`src/rtl/uart_rx_fifo_if.sv`:
```
// Read-side channel of the UART receive FIFO: head word, valid and ready.
// master = FIFO (drives rd_data/rd_valid), slave = consumer (drives rd_ready).
interface uart_rx_fifo_if #(
    parameter int DATA_BITS = 8
);
    logic [DATA_BITS-1:0] rd_data;
    logic                 rd_valid;
    logic                 rd_ready;

    modport master (
        output rd_data,
        output rd_valid,
        input  rd_ready
    );

    modport slave (
        input  rd_data,
        input  rd_valid,
        output rd_ready
    );
endinterface

```
`src/rtl/uart_rx_fifo.sv`:
```
// Receive byte FIFO behind a UART receiver: captures rx_data on each rising
// edge of rx_ready, drains over a first-word-fall-through valid/ready port.
// Ports: sysclk, rst (sync, active-high), rx_data/rx_ready (receiver side),
// rd (head word channel), count/empty/full/almost_full, overrun/clr_overrun.
module uart_rx_fifo #(
    parameter int DATA_BITS = 8,
    parameter int ADDR_BITS = 4,
    parameter int AF_LEVEL  = 12
) (
    input  logic                 sysclk,
    input  logic                 rst,
    input  logic [DATA_BITS-1:0] rx_data,
    input  logic                 rx_ready,
    uart_rx_fifo_if.master       rd,
    output logic [ADDR_BITS:0]   count,
    output logic                 empty,
    output logic                 full,
    output logic                 almost_full,
    output logic                 overrun,
    input  logic                 clr_overrun
);
    localparam int DEPTH = 1 << ADDR_BITS;
    localparam logic [ADDR_BITS:0] DEPTH_C = (ADDR_BITS + 1)'(DEPTH);
    localparam logic [ADDR_BITS:0] AF_C    = (ADDR_BITS + 1)'(AF_LEVEL);

    logic [DATA_BITS-1:0] mem [DEPTH];
    logic [ADDR_BITS-1:0] wr_ptr;
    logic [ADDR_BITS-1:0] rd_ptr;
    logic                 rdy_q;
    logic                 wr_req;
    logic                 wr_acc;
    logic                 wr_drop;
    logic                 rd_fire;

    // rdy_q resets high so a level already asserted at reset release
    // (or at a mid-stream reset) is treated as already consumed.
    assign wr_req  = rx_ready & ~rdy_q;
    assign rd_fire = rd.rd_valid & rd.rd_ready;
    // A read in the same cycle frees the slot the write needs.
    assign wr_acc  = wr_req & (~full | rd_fire);
    assign wr_drop = wr_req & full & ~rd_fire;

    assign empty       = (count == '0);
    assign full        = (count == DEPTH_C);
    assign almost_full = (count >= AF_C);

    assign rd.rd_valid = ~empty;
    assign rd.rd_data  = mem[rd_ptr];

    always_ff @(posedge sysclk) begin
        if (wr_acc) begin
            mem[wr_ptr] <= rx_data;
        end
    end

    always_ff @(posedge sysclk) begin
        if (rst) begin
            rdy_q   <= 1'b1;
            wr_ptr  <= '0;
            rd_ptr  <= '0;
            count   <= '0;
            overrun <= 1'b0;
        end else begin
            rdy_q <= rx_ready;
            if (wr_acc) begin
                wr_ptr <= wr_ptr + 1'b1;
            end
            if (rd_fire) begin
                rd_ptr <= rd_ptr + 1'b1;
            end
            unique case ({wr_acc, rd_fire})
                2'b10:   count <= count + 1'b1;
                2'b01:   count <= count - 1'b1;
                default: count <= count;
            endcase
            // Set has priority over clear.
            if (wr_drop) begin
                overrun <= 1'b1;
            end else if (clr_overrun) begin
                overrun <= 1'b0;
            end
        end
    end
endmodule

```
`src/flat_wrapper.sv`:
```
// flat-port wrapper written by rule: the top's interface ports become plain ports
module uart_rx_fifo_flat 
#(
    parameter int DATA_BITS = 8,
    parameter int ADDR_BITS = 4,
    parameter int AF_LEVEL  = 12
)
  (sysclk, rst, rx_data, rx_ready, count, empty, full, almost_full, overrun, clr_overrun, rd_rd_data, rd_rd_valid, rd_rd_ready);
  uart_rx_fifo_if #(.DATA_BITS(DATA_BITS)) rd_i ();
  input  logic sysclk;
  input  logic rst;
  input  logic [DATA_BITS-1:0] rx_data;
  input  logic rx_ready;
  output logic [ADDR_BITS:0] count;
  output logic empty;
  output logic full;
  output logic almost_full;
  output logic overrun;
  input  logic clr_overrun;
  output wire logic [$bits(rd_i.rd_data)-1:0] rd_rd_data;
  output wire logic [$bits(rd_i.rd_valid)-1:0] rd_rd_valid;
  input wire logic [$bits(rd_i.rd_ready)-1:0] rd_rd_ready;
  assign rd_rd_data = rd_i.rd_data;
  assign rd_rd_valid = rd_i.rd_valid;
  assign rd_i.rd_ready = rd_rd_ready;
  uart_rx_fifo #(.DATA_BITS(DATA_BITS), .ADDR_BITS(ADDR_BITS), .AF_LEVEL(AF_LEVEL)) u_core (.sysclk(sysclk), .rst(rst), .rx_data(rx_data), .rx_ready(rx_ready), .rd(rd_i), .count(count), .empty(empty), .full(full), .almost_full(almost_full), .overrun(overrun), .clr_overrun(clr_overrun));
endmodule
```
`config.mk`:
```
export PLATFORM = sky130hd
export DESIGN_NAME = uart_rx_fifo_flat
export DESIGN_NICKNAME = d
export VERILOG_FILES = /design/src/rtl/uart_rx_fifo_if.sv /design/src/rtl/uart_rx_fifo.sv /design/src/flat_wrapper.sv
export SDC_FILE = /design/constraint.sdc
export NUM_CORES = 1
export LEC_CHECK = 0
export CORE_ASPECT_RATIO = 1.25
export CORE_UTILIZATION = 50
export DETAILED_ROUTE_END_ITERATION = 16
export PLACE_DENSITY = 0.68
export SYNTH_ARGS = -nofsm -noshare
export SYNTH_HDL_FRONTEND = slang
export SYNTH_SLANG_ARGS = --single-unit
```
`constraint.sdc`:
```
create_clock -name sysclk -period 4.3 [get_ports sysclk]
set_input_delay 0.86 -clock sysclk [delete_from_list [all_inputs] [get_ports sysclk]]
set_output_delay 0.86 -clock sysclk [all_outputs]
set_load 0.1 [all_outputs]
```
==> results of run 1 <==
## routing by layer
| metal | track usage (%) | up-vias |
|---|---|---|
| li1 | - | 1405 |
| met1 | 25.1 | 1562 |
| met2 | 33.9 | 81 |
| met3 | 4.32 | 8 |
| met4 | 8.64 | 0 |
| met5 | 0 | - |
## cell usage in the layout, fill, tap and decap left out, types with 3 or more instances in the layout
| master | instances |
|---|---|
| sky130_fd_sc_hd__clkinvlp_4 | 3 |
| sky130_fd_sc_hd__and3_1 | 5 |
| sky130_fd_sc_hd__mux2i_1 | 3 |
| sky130_fd_sc_hd__edfxtp_1 | 128 |
| sky130_fd_sc_hd__nand2b_1 | 3 |
| sky130_fd_sc_hd__ha_1 | 8 |
| sky130_fd_sc_hd__xor2_1 | 5 |
| sky130_fd_sc_hd__nand3_1 | 5 |
| sky130_fd_sc_hd__buf_4 | 17 |
| sky130_fd_sc_hd__mux4_2 | 32 |
| sky130_fd_sc_hd__nand2_1 | 13 |
| sky130_fd_sc_hd__clkbuf_16 | 17 |
| sky130_fd_sc_hd__nor2b_1 | 8 |
| sky130_fd_sc_hd__a21oi_1 | 7 |
| sky130_fd_sc_hd__inv_1 | 6 |
| sky130_fd_sc_hd__bufinv_16 | 3 |
| sky130_fd_sc_hd__inv_6 | 4 |
| sky130_fd_sc_hd__nor3_1 | 3 |
| sky130_fd_sc_hd__dfxtp_1 | 18 |
| sky130_fd_sc_hd__nor2_1 | 20 |
| sky130_fd_sc_hd__xnor2_1 | 3 |
| sky130_fd_sc_hd__clkdlybuf4s50_1 | 20 |
| sky130_fd_sc_hd__a22oi_1 | 16 |
| sky130_fd_sc_hd__and2_1 | 9 |
## critical path, stage by stage
cell and delay [ns]:
sky130_fd_sc_hd__clkdlybuf4s50_1 0.55, sky130_fd_sc_hd__nor2b_1 0.09, sky130_fd_sc_hd__a21oi_1 0.34, sky130_fd_sc_hd__inv_2 0.18, sky130_fd_sc_hd__ha_1 0.32, sky130_fd_sc_hd__xor2_1 0.17
sky130_fd_sc_hd__ha_1 0.25, sky130_fd_sc_hd__a21oi_1 0.25, sky130_fd_sc_hd__o32ai_4 0.13, sky130_fd_sc_hd__mux2i_1 0.14, sky130_fd_sc_hd__or4_1 0.52
## path summary, 6_finish.rpt
| check | end | slack [ns] |
|---|---|---|
| max | u_core.count[4]$_SDFFE_PP0P_ | 0.77 |
| max reg2reg | u_core.count[4]$_SDFFE_PP0P_ | 0.95 |
| min | u_core.overrun$_SDFFE_PP0P_ | 0.47 |
| min reg2reg | u_core.overrun$_SDFFE_PP0P_ | 0.47 |
## flip-flops by register name (all words and copies together) (netlist names), named ones only
signal	cells
u_core.mem	128
u_core.count	5
u_core.rd_ptr	4
u_core.wr_ptr	4
u_core.overrun	1
u_core.rdy_q	1
## power by group
group	internal, mW	switching, mW	leakage [nW]
sequential	1.59	0.0990	1.31
clock	0.916	0.563	0.288
combinational	0.480	0.901	0.736
total	2.98	1.56	2.33
## cells by family (layout without fill, tap and decap cells)
family / after synthesis / after routing
compound gates: 33 / 33
fa+ha+maj: 8 / 8
flops: 147 / 147
simple gates: 78 / 78
mux: 37 / 37
xor+xnor: 8 / 8
buf+inv: 26 / 77
## cell type report
| cell class | count | area (um2) |
|---|---|---|
| tap | 138 | 173 |
| timing repair buffer | 38 | 348 |
| multi-input combinational | 164 | 1610 |
| sequential | 147 | 4230 |
| clock inverter | 15 | 179 |
| clock buffer | 17 | 425 |
| inverter | 7 | 26.3 |
| fill | 860 | 4580 |
==> out/metrics.cfg, run 1 <==
[floorplan]
design.die.area_um2=12300
floorplan.core_area_um2=11600
chipHeight_um=124
num_rows=44
start_util_pct=51.3
chip_width_um=99.4
i_o_pin_count=31

[clock_network]
cts.clk_slew.worst_paths_ns=0.06
tritoncts=done
post_cts_hold_buffer_count=0
cts_resized=0
max-clock-path-buffers=2
clock_root_cell=sky130_fd_sc_hd__clkbuf_16
tritoncts.num_buffers=17
cts_max_level=4
clock_latency_ns=0.41
postCtsSetupBuffers=0
clock_sink_count=147

[detailed_routing]
detail_route.vias_per_cell=5.81
ant_nets=0
route.vias.total=3056
route.detailed.drc=0
drt-initial-drc-count=173
dr.pass1.iters=5
totalWireLength_um=11300
route.met3.wl_um=468
topRoutingLayerUsed=met4
wirelength_met1_um=4720
met2_wirelength_um=5950
routed_wire_length_per_instance_um=21.4

[layout]
finish.net_count=396
final_cells=526
flow.area_growth_from_synthesis_pct=17.7
drive_above_1_share_pct=23.5
insertedDiodeCount=0
postLayoutCoreUtil_pct=60.4
finish.instance_area_um2=6980

[synth]
synth_simple_gate_area_share_pct=6.83
yosys.area_share.xor_xnor_pct=1.18
synth_ff_type=sky130_fd_sc_hd__edfxtp_1
synth_top_cells_by_count=sky130_fd_sc_hd__edfxtp_1, sky130_fd_sc_hd__mux4_2, sky130_fd_sc_hd__nor2_1, sky130_fd_sc_hd__dfxtp_1, sky130_fd_sc_hd__a22oi_1
synth_top_area_share_pct=64.8
post-synth-top-count-cell=sky130_fd_sc_hd__edfxtp_1
yosys.area_share.adder_pct=1.69
netlist_area_before_placement_um2=5930
synthDominantAreaCellType=sky130_fd_sc_hd__edfxtp_1
muxShareOfSynthArea_pct=13.0
postSynth.asyncResetShare_pct=0
synth_top_family_by_area=multiplexers
syn-mean-instance-area_um2=17.6
share_of_the_yosys_chip_area_belonging_to_registers_pct=71.2
compound_cell_area_share_of_the_yosys_netlist_pct=4.20
yosysWarningCount=0
synth.distinct_cells=41
register_bit_count_reported_by_yosys=147
postSynthCellCount=337
synth_enable_flop_cells=128
synth.net_count=358
ys_top_cells_by_area=sky130_fd_sc_hd__edfxtp_1, sky130_fd_sc_hd__mux4_2, sky130_fd_sc_hd__dfxtp_1

[global_route]
globalRouteOverflowTotal=0
first_global_vias=3076
global_route_wire_length_before_repair_um=17200
grt_antenna_before_repair=0
grt_start_max_net_pins=33
global_route.usage.total_pct=20.0

[worst_hold_path]
hold_path.startpoint=u_core.overrun$_SDFFE_PP0P_
min-delay-path-class=flip-flop to flip-flop
whs_path_depth=2

[critical_path]
cp_data_required_time_ns=4.58
setup.worst_path.start_class=input pin
reg2reg_from=u_core.count[1]$_SDFFE_PP0P_
worstRegToRegCells=10
arrival_ns=3.81
critPathLaunch=rd_rd_ready
worst-setup-path-type=input pin to flip-flop
worstSetupEndpointType=flip-flop
critPathMaxFanout=11

[timing]
setup_ws_ns=0.775
max_slew.worst_pin.slew_ns=0.980
worst_slew_margin_relative_to_its_limit_pct=34.5
hold_viol_final=0
unrepaired_setup_endpoints_after_global_routing=no
setup_total_negative_slack_ns=0
setup_viol_count_final=0
worst_setup_skew_after_layout_ns=0.0116
period_needed_ns=3.53
drv_slew=0
clock.fmax_mhz=284
final.period_utilization_pct=82.0
fin_hold_ws_ns=0.471

[power_and_ir_drop]
power.ir.vdd_worst_mv=0.849
cellLeakagePower_nw=2.33
pwr_density_cell_nw_per_um2=651
design_power_mw=4.55

[job]
drv.max_cap_violation_count=0

[place]
detailed_place.area_um2=6380
detailed_place_hpwl_um=7440
portBuffers=30
place_inst=494
post-place-ws_ns=0.349
final_wtd_congestion=0.768

[outcome]
result_of_the_run=complete, no violations

Power figures use the tool's default switching activity.
==> inputs of run 2 (changes only) <==
==> constraint.sdc (replaced) <==
create_clock -name sysclk -period 3.5 [get_ports sysclk]
set_input_delay 0.7 -clock sysclk [delete_from_list [all_inputs] [get_ports sysclk]]
set_output_delay 0.7 -clock sysclk [all_outputs]
set_load 0.1 [all_outputs]
==> out/metrics.cfg, run 2 (synthesized netlist as in run 1, its figures left out) <==
[power_and_ir_drop]
design_power_mw=5.70  ; +25%
cellLeakagePower_nw=2.39  ; +2.4%
power.ir.vdd_worst_mv=1.23  ; +45%
pwr_density_cell_nw_per_um2=804  ; +23%

[clock_network]
max-clock-path-buffers=2  ; unchanged
postCtsSetupBuffers=0  ; unchanged
clock_latency_ns=0.42  ; about the same
cts_resized=0  ; unchanged
post_cts_hold_buffer_count=0  ; unchanged
clock_sink_count=147  ; unchanged
tritoncts.num_buffers=17  ; unchanged
cts.clk_slew.worst_paths_ns=0.06  ; about the same
clock_root_cell=sky130_fd_sc_hd__clkbuf_16
tritoncts=done
cts_max_level=4  ; unchanged

[floorplan]
floorplan.core_area_um2=11600  ; unchanged
chipHeight_um=124  ; unchanged
design.die.area_um2=12300  ; unchanged
i_o_pin_count=31  ; unchanged
num_rows=44  ; unchanged
chip_width_um=99.4  ; unchanged
start_util_pct=51.3  ; unchanged

[timing]
max_slew.worst_pin.slew_ns=0.971  ; -0.00846 ns
unrepaired_setup_endpoints_after_global_routing=no
final.period_utilization_pct=91.3
worst_setup_skew_after_layout_ns=0.00856  ; -0.00304 ns
worst_slew_margin_relative_to_its_limit_pct=35.0  ; +0.57 points
setup_viol_count_final=0  ; unchanged
period_needed_ns=3.20
setup_total_negative_slack_ns=0  ; unchanged
clock.fmax_mhz=313
hold_viol_final=0  ; unchanged
drv_slew=0  ; unchanged

[detailed_routing]
routed_wire_length_per_instance_um=21.3  ; -0.49%
dr.pass1.iters=4  ; -1
detail_route.vias_per_cell=5.81  ; about the same
ant_nets=0  ; unchanged
route.detailed.drc=0  ; unchanged
drt-initial-drc-count=168  ; -2.9%
totalWireLength_um=11200  ; -0.12%
route.vias.total=3066  ; +0.33%

[layout]
final_common_cell=sky130_fd_sc_hd__edfxtp_1
finish.net_count=399  ; +0.76%
final.fill_count=864  ; +0.47%
largest_register_ffs=128  ; unchanged
max_flop_register=u_core.mem
drive_above_1_share_pct=25.4  ; +1.9 points
multi_input_area_um2=1610  ; +0.31%
ff_latch_area_um2=4230  ; +0.15%
layout.cells.most_common_list=sky130_fd_sc_hd__edfxtp_1, sky130_fd_sc_hd__mux4_2, sky130_fd_sc_hd__nor2_1, sky130_fd_sc_hd__clkbuf_16, sky130_fd_sc_hd__buf_4
flow.area_growth_from_synthesis_pct=19.6
reg.largest.list=u_core.mem (128), u_core.count (5)
final_cells=528  ; +0.38%
insertedDiodeCount=0  ; unchanged

[worst_hold_path]
min-delay-path-class=flip-flop to flip-flop
whs_path_depth=2  ; unchanged

[critical_path]
setup.worst_path.start_class=flip-flop
critical_path_depth=10  ; -1
critical-path-slowest-cell=sky130_fd_sc_hd__or4_1
crit_family=simple AND/OR/NAND/NOR gates
worstPathBufferInverterCount=1  ; -1
cp_data_required_time_ns=3.79  ; -0.79 ns
critPathMaxFanout=10  ; -1
crit_path_cell_trace=or4_1 -> o21ai_1 -> inv_1 -> ha_1 -> xor2_1 -> ha_1 -> nor2b_1 -> o32ai_4 -> mux2i_1 -> or4_1
cp_slowest_stage_delay_ns=0.64  ; +0.09 ns
arrival_ns=3.49  ; -0.32 ns
worstRegToRegCells=10  ; unchanged
worstSetupEndpointType=flip-flop
worst-setup-path-type=flip-flop to flip-flop

[global_route]
global_route_wire_length_before_repair_um=17500  ; +1.8%
grt_antenna_before_repair=0  ; unchanged
grt_start_max_net_pins=33  ; unchanged
grt.met3_usage_pct=5.78  ; +1.5 points
grt_util_met1_pct=23.9  ; -1.2 points
global_route.usage.total_pct=20.3  ; +0.28 points
globalRouteOverflowTotal=0  ; unchanged
global_route.peak_usage_layer=met2
grt.met2_usage_pct=35.5  ; +1.6 points
first_global_vias=3144  ; +2.2%

[job]
drv.max_cap_violation_count=0  ; unchanged

[place]
final_wtd_congestion=0.791  ; +3.1%
portBuffers=30  ; unchanged
place_inst=497  ; +0.61%
detailed_place_hpwl_um=7150  ; -3.9%

[outcome]
result_of_the_run=complete, no violations

## run 2: changes by cell type in the layout (fill, tap and decap cells not counted), sizes merged
cell           change
clkdlybuf4s50      -5
clkbuf             +2
buf                +8
bufinv             +1
inv                -4
## run 2: where the power goes
group	total [mW]	leakage (nW)	internal, mW	switching, mW
registers	2.02	1.31	1.96	0.0679
logic	1.85	0.797	0.675	1.18
clock network	1.82	0.281	1.18	0.649
total	5.70	2.39	3.81	1.90
## run 2: layout make-up
type | instances | area share [%]
sequential | 147 | 59.6
multi-input combinational | 164 | 22.7
timing repair buffer | 41 | 6.45
clock buffer | 19 | 6.10
tap | 138 | 2.43
clock inverter | 12 | 2.31
inverter | 7 | 0.370
## run 2: metrics by stage
stage | setup slack (ns) | hold slack [ns] | util, % | instance area [um2]
final | 0.304 | 0.468 | 61.4 | 7100
after global routing | 0.0968 | 0.501 | 61.4 | 7100
after CTS | 0.294 | 0.469 | 61.4 | 7100
after detailed placement | 0.114 | 0.459 | 56.2 | 6500
after global placement | 0.175 | 0.457 | 56.2 | 6500
after floorplan | 0.0505 | 0.482 | - | 5950
## run 2: routing by layer
layer / share of wire (%) / vias to the layer above
li1: - / 1403
met1: 41 / 1554
met2: 52 / 90
met3: 4.7 / 19
met4: 2.1 / 0
met5: 0 / -
## run 2: worst register-to-register path: cells and delay by family (launching register included)
family	cells	cell delay, ns
mux	1	0.13
simple gates	3	1.41
fa+ha+maj	2	0.49
flops	1	0.37
compound gates	2	0.42
xor+xnor	1	0.14
buf+inv	1	0.11
## run 2: path summary, 6_finish.rpt
kind / slack, ns / from / to
hold reg to reg: 0.47 / u_core.overrun$_SDFFE_PP0P_ / u_core.overrun$_SDFFE_PP0P_
setup / recovery: 0.30 / u_core.count[1]$_SDFFE_PP0P_ / u_core.count[4]$_SDFFE_PP0P_
hold / removal: 0.47 / u_core.overrun$_SDFFE_PP0P_ / u_core.overrun$_SDFFE_PP0P_
setup reg to reg: 0.30 / u_core.count[1]$_SDFFE_PP0P_ / u_core.count[4]$_SDFFE_PP0P_
==> inputs of run 3 (changes only) <==
--- a/config.mk
+++ b/config.mk
@@ -5,6 +5,7 @@
 export SDC_FILE = /design/constraint.sdc
 export NUM_CORES = 1
 export LEC_CHECK = 0
+export ABC_AREA = 1
 export CORE_ASPECT_RATIO = 1.25
 export CORE_UTILIZATION = 50
 export DETAILED_ROUTE_END_ITERATION = 16
==> out/metrics.cfg, run 3 <==
[detailed_routing]
ant_nets=0  ; unchanged
route.vias.total=4152  ; +35%
detail_route.vias_per_cell=5.33  ; -8.2%
totalWireLength_um=13400  ; +19%
drt-initial-drc-count=316  ; +88%
route.detailed.drc=0  ; unchanged
dr.pass1.iters=5  ; +1
routed_wire_length_per_instance_um=17.2  ; -19%

[global_route]
global_route.usage.total_pct=21.8  ; +1.5 points
grt_start_max_net_pins=67  ; +100%
globalRouteOverflowTotal=0  ; unchanged
grt_antenna_before_repair=0  ; unchanged
global_route_wire_length_before_repair_um=20900  ; +19%
first_global_vias=3997  ; +27%

[layout]
final_common_cell=sky130_fd_sc_hd__edfxtp_1
finish.net_count=623  ; +56%
max_flop_register=u_core.mem
layout.cells.most_common_list=sky130_fd_sc_hd__edfxtp_1, sky130_fd_sc_hd__inv_1, sky130_fd_sc_hd__nand2_1, sky130_fd_sc_hd__nand3_1, sky130_fd_sc_hd__a21oi_1
multi_input_area_um2=1600  ; -0.93%
ff_latch_area_um2=4230  ; about the same
flow.area_growth_from_synthesis_pct=16.9
final.fill_count=1038  ; +20%
drive_above_1_share_pct=13.5  ; -12 points
largest_register_ffs=128  ; unchanged
insertedDiodeCount=0  ; unchanged
reg.largest.list=u_core.mem (128), u_core.count (5)

[clock_network]
cts.clk_slew.worst_paths_ns=0.06  ; about the same
clock_latency_ns=0.41  ; about the same
max-clock-path-buffers=2  ; unchanged
clock_root_cell=sky130_fd_sc_hd__clkbuf_16
postCtsSetupBuffers=0  ; unchanged
tritoncts=done
post_cts_hold_buffer_count=0  ; unchanged
tritoncts.num_buffers=17  ; unchanged
cts_max_level=4  ; unchanged
clock_sink_count=147  ; unchanged
cts_resized=0  ; unchanged

[worst_hold_path]
worst_hold_path.endpoint=u_core.overrun$_SDFFE_PP0P_
min-delay-path-class=flip-flop to flip-flop
hold_path.startpoint=u_core.overrun$_SDFFE_PP0P_
whs_path_depth=2  ; unchanged

[critical_path]
ff_to_ff_setup_slack_ns=1.26  ; +0.96 ns
regToRegEndpoint=u_core.count[4]$_SDFFE_PP0P_
worstSetupEndpointType=output pin
worst-setup-path-type=flip-flop to output pin
setup.worst_path.start_class=flip-flop
critical-path-slowest-cell=sky130_fd_sc_hd__dfxtp_2
worst_path_most_repeated_cell=sky130_fd_sc_hd__nand3_1
cp_data_required_time_ns=2.80  ; -0.99 ns
worstRegToRegCells=16  ; +6
crit_family=flip-flops
arrival_ns=2.22  ; -1.27 ns
cp_slowest_stage_delay_ns=0.74  ; +0.10 ns
critPathMaxFanout=27  ; +17
crit_path_cell_trace=buf_12 -> o211ai_2 -> nand3_1 -> nand3_1 -> nand2_1 -> buf_4
reg2reg_from=u_core.count[1]$_SDFFE_PP0P_
worstPathBufferInverterCount=2  ; +1

[synth]
netlist_area_before_placement_um2=6340  ; +6.8%
synth_ff_type=sky130_fd_sc_hd__edfxtp_1
post-synth-top-count-cell=sky130_fd_sc_hd__edfxtp_1
synth_enable_flop_cells=128  ; unchanged
share_of_the_yosys_chip_area_belonging_to_registers_pct=66.7  ; -4.5 points
synthDominantAreaCellType=sky130_fd_sc_hd__edfxtp_1
synth.distinct_cells=27  ; -34%
postSynth.asyncResetShare_pct=0  ; unchanged
synth_top_area_share_pct=60.7  ; -4.1 points
synth_top_cells_by_count=sky130_fd_sc_hd__edfxtp_1, sky130_fd_sc_hd__inv_1, sky130_fd_sc_hd__nand2_1, sky130_fd_sc_hd__nand3_1, sky130_fd_sc_hd__a21oi_1
yosysWarningCount=0  ; unchanged
register_bit_count_reported_by_yosys=147  ; unchanged
ys_top_cells_by_area=sky130_fd_sc_hd__edfxtp_1, sky130_fd_sc_hd__dfxtp_1, sky130_fd_sc_hd__inv_1
syn-mean-instance-area_um2=11.3  ; -36%
synth.net_count=580  ; +62%
postSynthCellCount=559  ; +66%

[power_and_ir_drop]
cellLeakagePower_nw=2.79  ; +17%
cellInternalPower_mw=3.61  ; -5.3%
power.ir.vdd_worst_mv=0.720  ; -41%
power.share.sequential_pct=35.3  ; -0.2 points
sw_frac_of_total_pct=39.8  ; +6.5 points
pwr_density_cell_nw_per_um2=808  ; +0.59%
switching_power_mw=2.38  ; +26%
power_frac_clock_pct=29.3  ; -2.7 points
comb_power_share_pct=35.5  ; +3.0 points

[floorplan]
chipHeight_um=128  ; +3.3%
design.die.area_um2=13100  ; +6.7%
chip_width_um=103  ; +3.3%
num_rows=45  ; +2.3%
i_o_pin_count=31  ; unchanged
start_util_pct=51.6  ; +0.31 points
floorplan.core_area_um2=12300  ; +6.2%

[timing]
unrepaired_setup_endpoints_after_global_routing=no
drv_slew=0  ; unchanged
period_needed_ns=2.92  ; -0.277 ns
final.period_utilization_pct=83.4  ; -7.9 points
worst_setup_skew_after_layout_ns=0.00601  ; -0.00256 ns
clock.fmax_mhz=343  ; +9.5%
setup_viol_count_final=0  ; unchanged
fin_hold_ws_ns=0.468  ; -0.000470 ns
hold_viol_final=0  ; unchanged
max_slew.worst_pin.slew_ns=0.968  ; -0.00279 ns
worst_slew_margin_relative_to_its_limit_pct=35.2  ; +0.19 points
setup_total_negative_slack_ns=0  ; unchanged

[outcome]
result_of_the_run=complete, no violations

[place]
detailed_place_hpwl_um=8380  ; +17%
portBuffers=30  ; unchanged
final_wtd_congestion=0.854  ; +7.9%

[job]
drv.max_cap_violation_count=0  ; unchanged

run 3: changes by cell type after synthesis, sizes merged, moves of 13 or more:
| cell | change |
|---|---|
| inv | +86 |
| nand2 | +61 |
| nand3 | +56 |
| a21oi | +39 |
| o21ai | +39 |
| mux4 | -32 |
| o211ai | +29 |
| buf | +17 |
| a22oi | -16 |
| nor2 | -15 |
| nor3 | +13 |
run 3: cell type report:
class                      count  area share (%)
clock buffer                  18            5.79
clock inverter                14            1.94
inverter                      93            4.71
multi-input combinational    291            21.6
sequential                   147            57.1
tap                          164            2.77
timing repair buffer          52            6.12
run 3: worst reg2reg max path, delay by kind of cell (launching register included):
kind / cells / cell delay [ns]
fa+ha+maj: 2 / 0.43
buf+inv: 4 / 0.30
flops: 1 / 0.36
simple gates: 10 / 1.04
run 3: per-stage QoR:
step / std cells / total power [mW] / worst slack (ns) / utilization, % / instance area (um2)
final: 779 / 5.99 / 0.581 / 60.3 / 7410
after global routing: 779 / 6.23 / 0.479 / 60.3 / 7410
after CTS: 779 / 6.00 / 0.566 / 60.3 / 7410
after detailed placement: 747 / 4.26 / 0.681 / 55.7 / 6830
after global placement: 747 / 4.23 / 0.759 / 55.7 / 6830
after floorplan: 559 / 3.81 / 0.196 / - / 6340
run 3: logic make-up (layout without fill, tap and decap cells):
logic type	count (synthesis)	after routing	share of synthesized area, %
AOI/OAI and AO/OA	120	120	11.6
and+or+nand+nor	158	158	11.3
xor gates and xnor gates	5	5	0.691
adders and majority gates	8	8	1.58
DFF	147	147	66.7
buffers and inverters	121	177	8.14
run 3: layer usage:
metal / global-route usage, % / wire [um] / vias to the layer above
li1: - / - / 2028
met1: 28.2 / 5850 / 1984
met2: 36.6 / 6680 / 121
met3: 4.09 / 679 / 19
met4: 7.14 / 185 / 0
met5: 0 / 0 / -
run 3: how the worst max path moves through the flow:
stage,endpoint,depth (start not counted)
floorplan,almost_full,2
global placement,u_core.count[4]$_SDFFE_PP0P_,16
detailed placement,u_core.count[4]$_SDFFE_PP0P_,16
CTS,rd_rd_data[7],6
global route,rd_rd_data[2],7
finish,rd_rd_data[1],6
run 3: power groups by stage:
stage	clock network, mW	registers (mW)	logic [mW]
5_1_grt	1.84	2.12	2.27
4_1_cts	1.76	2.11	2.12
3_5_place_dp	0	2.15	2.11
2_1_floorplan	0	2.24	1.57
6_report	1.75	2.11	2.12
3_3_place_gp	0	2.14	2.08
==> edit: new RTL, flow settings as in run 2 <==
`ADDR_BITS` is set to 4 in 2 places; all go to 3.
--- a/src/rtl/uart_rx_fifo.sv
+++ b/src/rtl/uart_rx_fifo.sv
@@ -5,5 +5,5 @@
 module uart_rx_fifo #(
     parameter int DATA_BITS = 8,
-    parameter int ADDR_BITS = 4,
+    parameter int ADDR_BITS = 3,
     parameter int AF_LEVEL  = 12
 ) (
--- a/src/flat_wrapper.sv
+++ b/src/flat_wrapper.sv
@@ -3,5 +3,5 @@
 #(
     parameter int DATA_BITS = 8,
-    parameter int ADDR_BITS = 4,
+    parameter int ADDR_BITS = 3,
     parameter int AF_LEVEL  = 12
 )
Interface: changed (resized count); port bits go from 31 to 30. The function was not compared with the original's and may differ.
==> edit against run 2 <==
  * Maximum frequency is 13% higher
  * Sequential cell count is 68 lower
  * Worst setup slack improved by 0.38 ns
  * Wire length shrank 51%
  * Power decreased by 54%
  * Design area decreased by 47%
  * Synthesized area shrank 47%
  * Sequential share of layout area barely moved
  * Critical endpoint is now rd_rd_data[3]
  * Largest cell class unchanged
==> edit: results (changes against run 2) <==
* Status: complete, no violations
* Inverters at 3 (-4)
* Netlist cell types at 33 (-20%)
* Pin count of the biggest net entering global routing at 17 (-48%)
* Clk cell area share at 4.73% (-3.7 points)
* Iteration-0 DRC Markers at 104 (-38%)
* Power per Cell Area at 703 mW/mm^2 (-12%)
* Top post-synthesis cells by count: edfxtp_1, nor2_1, mux4_2
* Port Buffers at 29 (-3.3%)
* CTS buffer count at 9 (-8)
* Leakage at 0.00129 uW (-46%)
* Max_slew headroom at 35.6% (+0.51 points)
* Total GRT Usage at 19.3% (-0.96 points)
* CTS Root Cell: clkbuf_8
* Area growth syn-to-layout at 17.8%
* Top flop regs: u_core.mem (64), u_core.count (4)
* #FFs+latches synth at 79 (-46%)
* Power share of the clock group at 22.8% (-9.2 points)
* Routing usage on met1 at 23.1% (-0.79 points)
* NonClk Buf Share at 8.79% (+2.3 points)
* Gpl congestion at 0.715 (-9.7%)
* Vias in the first global route at 1788 (-43%)
* Comb group at 941 uW (-49%)
* VDD IR-drop max at 0.000988 V (-20%)
* Cell family with most CP delay: flip-flops
* Hold Path Sink: u_core.rd_ptr[1]
* Clock Latency Late Sink at 0.34 ns (-0.08 ns)
* CP endpoint: rd_rd_data[3]
* DP Area at 0.00355 sq mm (-45%)
* Synth top area cells: edfxtp_1, mux4_2, dfxtp_1
* Met2 routed WL at 3090 um (-47%)
* Final worst path period share at 80.5% (-11 points)
* EDFF count, synth at 64 (-50%)
* Worst Setup Slack post-DPL at 0.342 ns (+0.228 ns)
* Syn Inst Count at 181 (-46%)
* Syn nets at 199 (-44%)
* Register area at 0.00222 sq mm (-47%)
edit: changes by cell type after synthesis, sizes merged, moves of 5 or more:
| cell | run 2 | this run |
|---|---|---|
| and3 | 5 | 0 |
| edfxtp | 128 | 64 |
| mux4 | 32 | 16 |
| nor2b | 8 | 3 |
| mux2 | 2 | 9 |
| a22oi | 16 | 0 |
| nand2 | 13 | 5 |
| and2 | 9 | 1 |
| clkbuf | 13 | 2 |
edit: logic make-up after synthesis:
kind of cell | after synthesis | share of synthesized area (%)
DFF | 79 | 70.2
and+or+nand+nor | 41 | 6.48
muxes | 27 | 15.2
adders and majority gates | 5 | 1.98
buffers and inverters | 11 | 1.86
xor gates and xnor gates | 7 | 1.94
AOI/OAI and AO/OA | 11 | 2.37
edit: worst reg2reg max path: stages (launching register included):
cell     delay [ns]
dfxtp_1        0.39
or4_1          0.65
nand2_1        0.18
inv_1          0.09
ha_1           0.27
xor2_1         0.18
ha_1           0.21
a21oi_1        0.15
xor2_1         0.09
or3_1          0.31
a21oi_1        0.16
